$ cat src/rtl/sd_cmd_pkg.sv
// Shared definitions for the SD CMD-line engine: FSM states, response types,
// CRC7 polynomial and frame lengths.
package sd_cmd_pkg;

   typedef enum logic [2:0] {
      ST_IDLE,
      ST_SEND,
      ST_TURN,
      ST_WAIT_START,
      ST_RECEIVE,
      ST_NCC,
      ST_CHECK,
      ST_DONE
   } state_e;

   localparam logic [1:0] RESP_NONE = 2'd0;
   localparam logic [1:0] RESP_48   = 2'd1;
   localparam logic [1:0] RESP_136  = 2'd2;

   // x^7 + x^3 + 1 with the x^7 term implied by the shift
   localparam logic [6:0] CRC7_POLY = 7'h09;

   localparam int CMD_LEN       = 40;
   localparam int FRAME_LEN_48  = 48;
   localparam int FRAME_LEN_136 = 136;

   function automatic logic [7:0] sat_inc(input logic [7:0] v);
      return (v == 8'hFF) ? v : v + 8'd1;
   endfunction

endpackage

$ cat src/rtl/sd_cmd_phy_crc7.sv
// Serial CRC7 generator shared by the transmit and receive paths.
// Clear has priority over enable; both act on the rising edge.
module sd_crc7
   import sd_cmd_pkg::*;
(
   input  logic       Clock,
   input  logic       Reset,
   input  logic       clear_i,
   input  logic       enable_i,
   input  logic       bit_i,
   output logic [6:0] crc_o
);

   logic [6:0] crc_q, crc_d;
   logic       feedback;

   always_comb begin
      feedback = crc_q[6] ^ bit_i;
      crc_d    = crc_q;
      if (clear_i) begin
         crc_d = '0;
      end else if (enable_i) begin
         crc_d = {crc_q[5:0], 1'b0} ^ (feedback ? CRC7_POLY : 7'h00);
      end
   end

   always_ff @(posedge Clock) begin
      if (Reset) begin
         crc_q <= '0;
      end else begin
         crc_q <= crc_d;
      end
   end

   assign crc_o = crc_q;

endmodule

$ cat src/rtl/sd_cmd_phy.sv
// SD CMD-line engine: shifts out a 48-bit command frame with CRC7, then
// captures and checks the card response (none, 48-bit or 136-bit).
module sd_cmd_phy
   import sd_cmd_pkg::*;
#(
   parameter int unsigned TIMEOUT_CYCLES = 64,
   parameter int unsigned NCC_CYCLES     = 8,
   parameter int unsigned TURN_CYCLES    = 2
) (
   input  logic         Clock,
   input  logic         Reset,
   input  logic         iStrobe,
   input  logic [39:0]  iCmd,
   input  logic [1:0]   iResp_type,
   input  logic         iIdle,
   input  logic         iAck,
   output logic         oSerial_ready,
   output logic         oAck,
   output logic         oStrobe,
   output logic [135:0] oResp,
   output logic         oTimeout,
   output logic         oCrc_error,
   output logic         oCmd_pin,
   output logic         oCmd_oe,
   input  logic         iCmd_pin
);

   localparam logic [7:0] TX_CRC_START = 8'(CMD_LEN);
   localparam logic [7:0] TX_LAST      = 8'(FRAME_LEN_48 - 1);
   localparam logic [7:0] RX_LAST_136  = 8'(FRAME_LEN_136 - 1);
   localparam logic [7:0] TURN_LAST    = 8'(TURN_CYCLES - 1);
   localparam logic [7:0] TIMEOUT_LAST = 8'(TIMEOUT_CYCLES - 1);
   localparam logic [7:0] NCC_LAST     = 8'(NCC_CYCLES - 1);
   // R2 start, transmit and reserved bits are not covered by its CRC
   localparam logic [7:0] R2_CRC_FIRST = 8'd8;

   state_e state_q, state_d;

   logic [7:0]   cnt_q, cnt_d;
   logic [39:0]  tx_q, tx_d;
   logic         is_none_q, is_none_d;
   logic         is_136_q, is_136_d;
   logic [135:0] resp_q, resp_d;
   logic         ack_q, ack_d;
   logic         timeout_q, timeout_d;
   logic         crc_err_q, crc_err_d;

   logic         accept, abort, start_bit;
   logic [7:0]   rx_last, rx_crc_first, rx_crc_last;
   logic         crc_clear, crc_en, crc_bit;
   logic [6:0]   crc;
   logic [2:0]   crc_sel;

   assign accept    = (state_q == ST_IDLE) && iStrobe && !iIdle;
   assign abort     = (state_q != ST_IDLE) && iIdle;
   assign start_bit = (state_q == ST_WAIT_START) && !iCmd_pin;

   assign rx_last      = is_136_q ? RX_LAST_136 : TX_LAST;
   assign rx_crc_first = is_136_q ? R2_CRC_FIRST : 8'd1;
   assign rx_crc_last  = rx_last - 8'd8;

   // A zero start bit leaves a cleared CRC at zero, so clearing on it is exact
   assign crc_clear = accept || start_bit;
   assign crc_en    = ((state_q == ST_SEND) && (cnt_q < TX_CRC_START)) ||
                      ((state_q == ST_RECEIVE) && (cnt_q >= rx_crc_first) &&
                       (cnt_q <= rx_crc_last));
   assign crc_bit   = (state_q == ST_SEND) ? tx_q[CMD_LEN-1] : iCmd_pin;
   assign crc_sel   = 3'(TX_LAST - 8'd1 - cnt_q);

   sd_crc7 u_crc7 (
      .Clock    (Clock),
      .Reset    (Reset),
      .clear_i  (crc_clear),
      .enable_i (crc_en),
      .bit_i    (crc_bit),
      .crc_o    (crc)
   );

   always_ff @(posedge Clock) begin
      if (Reset) begin
         state_q <= ST_IDLE;
      end else begin
         state_q <= state_d;
      end
   end

   always_comb begin
      state_d = state_q;
      unique case (state_q)
         ST_IDLE:       if (accept) state_d = ST_SEND;
         ST_SEND:       if (cnt_q == TX_LAST) state_d = is_none_q ? ST_NCC : ST_TURN;
         ST_TURN:       if (cnt_q >= TURN_LAST) state_d = ST_WAIT_START;
         ST_WAIT_START: begin
            if (!iCmd_pin) begin
               state_d = ST_RECEIVE;
            end else if (cnt_q >= TIMEOUT_LAST) begin
               state_d = ST_DONE;
            end
         end
         ST_RECEIVE:    if (cnt_q == rx_last) state_d = ST_CHECK;
         ST_NCC:        if (cnt_q >= NCC_LAST) state_d = ST_DONE;
         ST_CHECK:      state_d = ST_DONE;
         ST_DONE:       if (iAck) state_d = ST_IDLE;
         default:       state_d = ST_IDLE;
      endcase
      if (abort) state_d = ST_IDLE;
   end

   always_comb begin
      oSerial_ready = (state_q == ST_IDLE);
      oCmd_oe       = (state_q == ST_SEND);
      oStrobe       = (state_q == ST_DONE);
      oCmd_pin      = 1'b1;
      if (state_q == ST_SEND) begin
         if (cnt_q < TX_CRC_START) begin
            oCmd_pin = tx_q[CMD_LEN-1];
         end else if (cnt_q < TX_LAST) begin
            oCmd_pin = crc[crc_sel];
         end
      end
   end

   // NOTE: every _d gets a default before the case so no path infers a latch.
   always_comb begin
      cnt_d     = '0;
      tx_d      = tx_q;
      is_none_d = is_none_q;
      is_136_d  = is_136_q;
      resp_d    = resp_q;
      timeout_d = timeout_q;
      crc_err_d = crc_err_q;
      ack_d     = accept;
      unique case (state_q)
         ST_IDLE: begin
            if (accept) begin
               tx_d      = iCmd;
               is_none_d = (iResp_type == RESP_NONE);
               is_136_d  = (iResp_type == RESP_136);
               resp_d    = '0;
               timeout_d = 1'b0;
               crc_err_d = 1'b0;
            end
         end
         ST_SEND: begin
            tx_d = {tx_q[CMD_LEN-2:0], 1'b0};
            if (cnt_q != TX_LAST) cnt_d = cnt_q + 8'd1;
         end
         ST_TURN, ST_NCC: cnt_d = sat_inc(cnt_q);
         ST_WAIT_START: begin
            if (!iCmd_pin) begin
               cnt_d  = 8'd1;
               resp_d = {resp_q[FRAME_LEN_136-2:0], iCmd_pin};
            end else begin
               cnt_d = sat_inc(cnt_q);
               if (cnt_q >= TIMEOUT_LAST) timeout_d = 1'b1;
            end
         end
         ST_RECEIVE: begin
            cnt_d  = sat_inc(cnt_q);
            resp_d = {resp_q[FRAME_LEN_136-2:0], iCmd_pin};
         end
         ST_CHECK: crc_err_d = (crc != resp_q[7:1]) || !resp_q[0];
         default: ;
      endcase
      if (abort) begin
         timeout_d = 1'b0;
         crc_err_d = 1'b0;
      end
   end

   // NOTE: non-blocking assignments so every register samples pre-edge values.
   always_ff @(posedge Clock) begin
      if (Reset) begin
         cnt_q     <= '0;
         tx_q      <= '0;
         is_none_q <= 1'b0;
         is_136_q  <= 1'b0;
         resp_q    <= '0;
         ack_q     <= 1'b0;
         timeout_q <= 1'b0;
         crc_err_q <= 1'b0;
      end else begin
         cnt_q     <= cnt_d;
         tx_q      <= tx_d;
         is_none_q <= is_none_d;
         is_136_q  <= is_136_d;
         resp_q    <= resp_d;
         ack_q     <= ack_d;
         timeout_q <= timeout_d;
         crc_err_q <= crc_err_d;
      end
   end

   assign oAck       = ack_q;
   assign oResp      = resp_q;
   assign oTimeout   = timeout_q;
   assign oCrc_error = crc_err_q;

endmodule

$ cat config.mk
export PLATFORM = sky130hd
export DESIGN_NAME = sd_cmd_phy
export DESIGN_NICKNAME = d
export VERILOG_FILES = /design/src/rtl/sd_cmd_pkg.sv /design/src/rtl/sd_cmd_phy_crc7.sv /design/src/rtl/sd_cmd_phy.sv
export SDC_FILE = /design/constraint.sdc
export NUM_CORES = 1
export LEC_CHECK = 0
export CAP_MARGIN = 20
export CORE_ASPECT_RATIO = 1.25
export CORE_MARGIN = 3
export CORE_UTILIZATION = 38
export CTS_BUF_LIST = sky130_fd_sc_hd__clkbuf_8
export DETAILED_ROUTE_END_ITERATION = 10
export PLACE_DENSITY = 0.61
export SYNTH_ARGS = -nofsm -noshare
export SYNTH_HDL_FRONTEND = slang
export SYNTH_SLANG_ARGS = --single-unit
$ cat constraint.sdc
create_clock -name Clock -period 3 [get_ports Clock]
set_input_delay 0.3 -clock Clock [delete_from_list [all_inputs] [get_ports Clock]]
set_output_delay 0.3 -clock Clock [all_outputs]
set_load 0.05 [all_outputs]
==> results.cfg <==
[layout]
mostFrequentLayoutCell = sky130_fd_sc_hd__nand2_1
layout_area_overhead_pct = 29.6
final-seq-area_sq_mm = 0.00398
finalNonFillerCells = 1443
design.final.nets = 1210
post_route_cells_drive_above_1_share = 0.0659
multi_input_comb_area_sq_mm = 0.00386
fill_cells = 2063
layout_common_cells = 234 x sky130_fd_sc_hd__nand2_1, 199 x sky130_fd_sc_hd__dfxtp_1, 187 x sky130_fd_sc_hd__clkdlybuf4s50_1, 150 x sky130_fd_sc_hd__a21oi_1, 142 x sky130_fd_sc_hd__nand3_1

[sta]
max-slew-margin-rel = 0.465
maxSlewViolCount = 0
hold_viol = 0
finalCritPeriodShare = 0.952
skew_ns = 0.0197
timing.setup.tns_ns = 0
min_period_ns = 2.86
setup_violations = 0
grt_setup_unrepaired = no
maxClockFrequency_mhz = 350
worst_slew_pin_slew_ns = 0.803

[yosys]
dominant_combinational_cell_family_by_area_after_synthesis = simple AND/OR/NAND/NOR gates
synth_enable_flop_cells = 0
yosysWarningCount = 0
syn_area_sq_mm = 0.00831
synth-seq-area-share = 0.479
asyncSetResetFlopFracSynth = 0
postSynthAreaPerCell_sq_um = 8.13
synth.ff_latch_count = 199
main_flop_type_after_synthesis = sky130_fd_sc_hd__dfxtp_1
synth_cell_types = 57
synth-compound-area-share = 0.163
synth_xor_area_frac = 0.0164
synthesis.nets = 1078
simple_gate_area_share_of_the_yosys_netlist = 0.255
adder_cell_area_share_of_the_yosys_netlist = 0.0105
proportion_of_synthesized_area_in_mux_cells = 0.0172
syn-instance-count = 1023

[clock_tree]
postCtsSetupRepairBufs = 0
cts_tree = done
clockBufferDepth = 2
holdBufCountCts = 0
ctsHtreeMaxLevel = 4
tritoncts.num_buffers = 17
worst_setup_hold_path_clk_slew_ns = 0.11
clockRootBuffer = sky130_fd_sc_hd__clkbuf_8
clock_network_latency_to_the_later_pin_of_the_worst_skew_pair_ns = 0.47
clock_sinks = 199

[power_and_ir_drop]
ir_worst_vdd_mv = 0.494
power.share.combinational = 0.255
power.density_mw_per_mm2 = 592
cell_int_power_mw = 4.07
power_mw = 6.37
static_leakage_nw = 3.52
power.clock.fraction = 0.278
switchingPower_mw = 2.31
switching_share = 0.362
pwr-share-seq = 0.467

[global_routing]
global_route.usage.total = 0.183
grt_pass1_vias = 7110
pin_count_of_the_biggest_net_entering_global_routing = 88
globalRouteOverflowTotal = 0
wire_length_of_the_first_global_routing_pass_um = 36500
number_of_antenna_violations_at_the_first_check_in_global_routing = 1

[job]
maxCapViolations = 0

[placement]
placedCellCount = 1410
gp_congestion = 0.842
place.port_buffers = 190
dpl.hpwl_um = 14400

[detailed_routing]
wl_per_cell_um = 15.5
viasPerCell = 5.21
finalWirelength_um = 22400
detail_route.iter0.violations = 439
detail_route.drc_violations = 0
ant_nets = 0
drtPass1Iterations = 4
vias = 7517

[worst_setup_path]
crit_path_max_fanout = 8
crit_slowest_cell = sky130_fd_sc_hd__dfxtp_1
critPathLaunchType = register
crit_arrival_ns = 2.56
path_cells = inv_1 > ha_1 > mux4_2 > o21ai_0 > a41oi_1 > buf_12
worst_setup_path_end_kind = output port
critical_path_required_ns = 2.70
critPathMaxStageDelay_ns = 0.54
timing_worst_setup_path_type = reg2out
timing.reg2reg.worst_path_depth = 6

[outcome]
status = complete, no violations

[die]
placeableCoreArea_sq_mm = 0.0212
dieHeight_um = 171
floorplan.die_area_sq_mm = 0.0237
std_cell_rows = 59
die-width_um = 138
initial_core_util = 0.392
boundaryPins = 191

[hold_path]
hold_path.class = in2reg
number_of_stages_on_the_worst_hold_path = 2
## state kept, by name (all words and copies together), names as in the netlist
register and cells:
oCrc_error 1, u_crc7.crc_o 7, oAck 1, cnt_q 8
oTimeout 1, oResp 136, is_136_q 1, state_q 3
is_none_q 1, tx_q 40
## per-stage QoR
stage | setup WS [ns] | hold WS [ns] | area [sq um] | util
CTS | 0.0730 | 0.263 | 10800 | 0.508
detailed placement | 0.553 | 0.460 | 10300 | 0.488
finish | 0.144 | 0.277 | 10800 | 0.508
global placement | 0.637 | 0.455 | 10300 | 0.488
floorplan | 0.407 | 0.459 | 8310 | -
global route | 0.0224 | 0.290 | 10800 | 0.508
## kinds of logic (layout without fill, tap and decap cells)
logic type | Yosys count | in the layout
adder cells (fa/ha/maj) | 7 | 7
AND/OR/NAND/NOR | 475 | 475
buffers and inverters | 100 | 245
AO/OA/AOI/OAI | 215 | 215
other | 0 | 1
multiplexers | 13 | 13
XOR/XNOR | 14 | 14
flip-flops | 199 | 199
## layer usage
| layer | GRT usage | share of wire | vias to the layer above |
|---|---|---|---|
| met3 | 0.0720 | 0.075 | 23 |
| met5 | 0 | 0 | - |
| met1 | 0.235 | 0.44 | 3525 |
| met4 | 0.0541 | 0.016 | 0 |
| li1 | - | - | 3788 |
| met2 | 0.286 | 0.47 | 181 |
## power by group through the flow
| stage | logic [mW] | clock network, mW | registers, mW |
|---|---|---|---|
| global route | 1.80 | 1.95 | 3.01 |
| detailed placement | 1.62 | 0 | 3.03 |
| CTS | 1.63 | 1.84 | 2.98 |
| finish | 1.62 | 1.77 | 2.98 |
| global placement | 1.62 | 0 | 3.03 |
| floorplan | 1.27 | 0 | 2.99 |
## worst paths after layout
path / from / endpoint / slack, ns
hold / removal: Reset / is_none_q$_SDFFE_PP0P_ / 0.28
hold reg to reg: oResp[34]$_SDFFE_PP0P_ / oResp[35]$_SDFFE_PP0P_ / 0.47
setup reg to reg: state_q[1]$_SDFFE_PP0P_ / tx_q[1]$_SDFFE_PP0P_ / 0.59
setup / recovery: cnt_q[0]$_SDFF_PP0_ / oCmd_pin / 0.14
## worst max-delay path, delay by kind of cell, from the launching register on
kind,cells,cell delay (ns)
adder cells (fa/ha/maj),1,0.39
AO/OA/AOI/OAI,2,0.46
buffers and inverters,2,0.38
flip-flops,1,0.54
multiplexers,1,0.30
## cell type report
type,count,area share
well taps,274,0.0318
clock inverters,15,0.0178
clock buffers,17,0.0217
inverters,9,0.00314
flip-flops and latches,199,0.370
multi-input cells,724,0.359
repair buffers,204,0.197
diodes,1,0.000232
## cell usage after synthesis (3+ instances only)
cell,count,share of area
sky130_fd_sc_hd__inv_1,8,0.0036
sky130_fd_sc_hd__clkbuf_1,57,0.026
sky130_fd_sc_hd__or3_1,4,0.0030
sky130_fd_sc_hd__nand2_1,235,0.11
sky130_fd_sc_hd__nor2b_1,3,0.0023
sky130_fd_sc_hd__nor2_1,52,0.023
sky130_fd_sc_hd__nand2b_1,4,0.0030
sky130_fd_sc_hd__o211ai_1,3,0.0027
sky130_fd_sc_hd__buf_2,20,0.012
sky130_fd_sc_hd__nor3_1,9,0.0054
sky130_fd_sc_hd__o21ai_0,10,0.0060
sky130_fd_sc_hd__nor3_2,3,0.0036
sky130_fd_sc_hd__ha_1,7,0.011
sky130_fd_sc_hd__nand3_1,142,0.085
sky130_fd_sc_hd__nand4_1,3,0.0023
sky130_fd_sc_hd__buf_6,7,0.0095
sky130_fd_sc_hd__a311oi_1,29,0.031
sky130_fd_sc_hd__dfxtp_1,199,0.48
sky130_fd_sc_hd__xnor2_1,11,0.012
sky130_fd_sc_hd__a311oi_2,10,0.018
sky130_fd_sc_hd__mux2i_1,12,0.014
sky130_fd_sc_hd__a21oi_1,150,0.090
sky130_fd_sc_hd__and3_1,3,0.0023
sky130_fd_sc_hd__buf_4,4,0.0036
## what timing repair did
item	4_1_cts	5_1_grt
resized for setup	0	1
hold endpoints to repair	0	0
endpoints found under the setup margin	0	1
(Power assumes the default switching activity.)
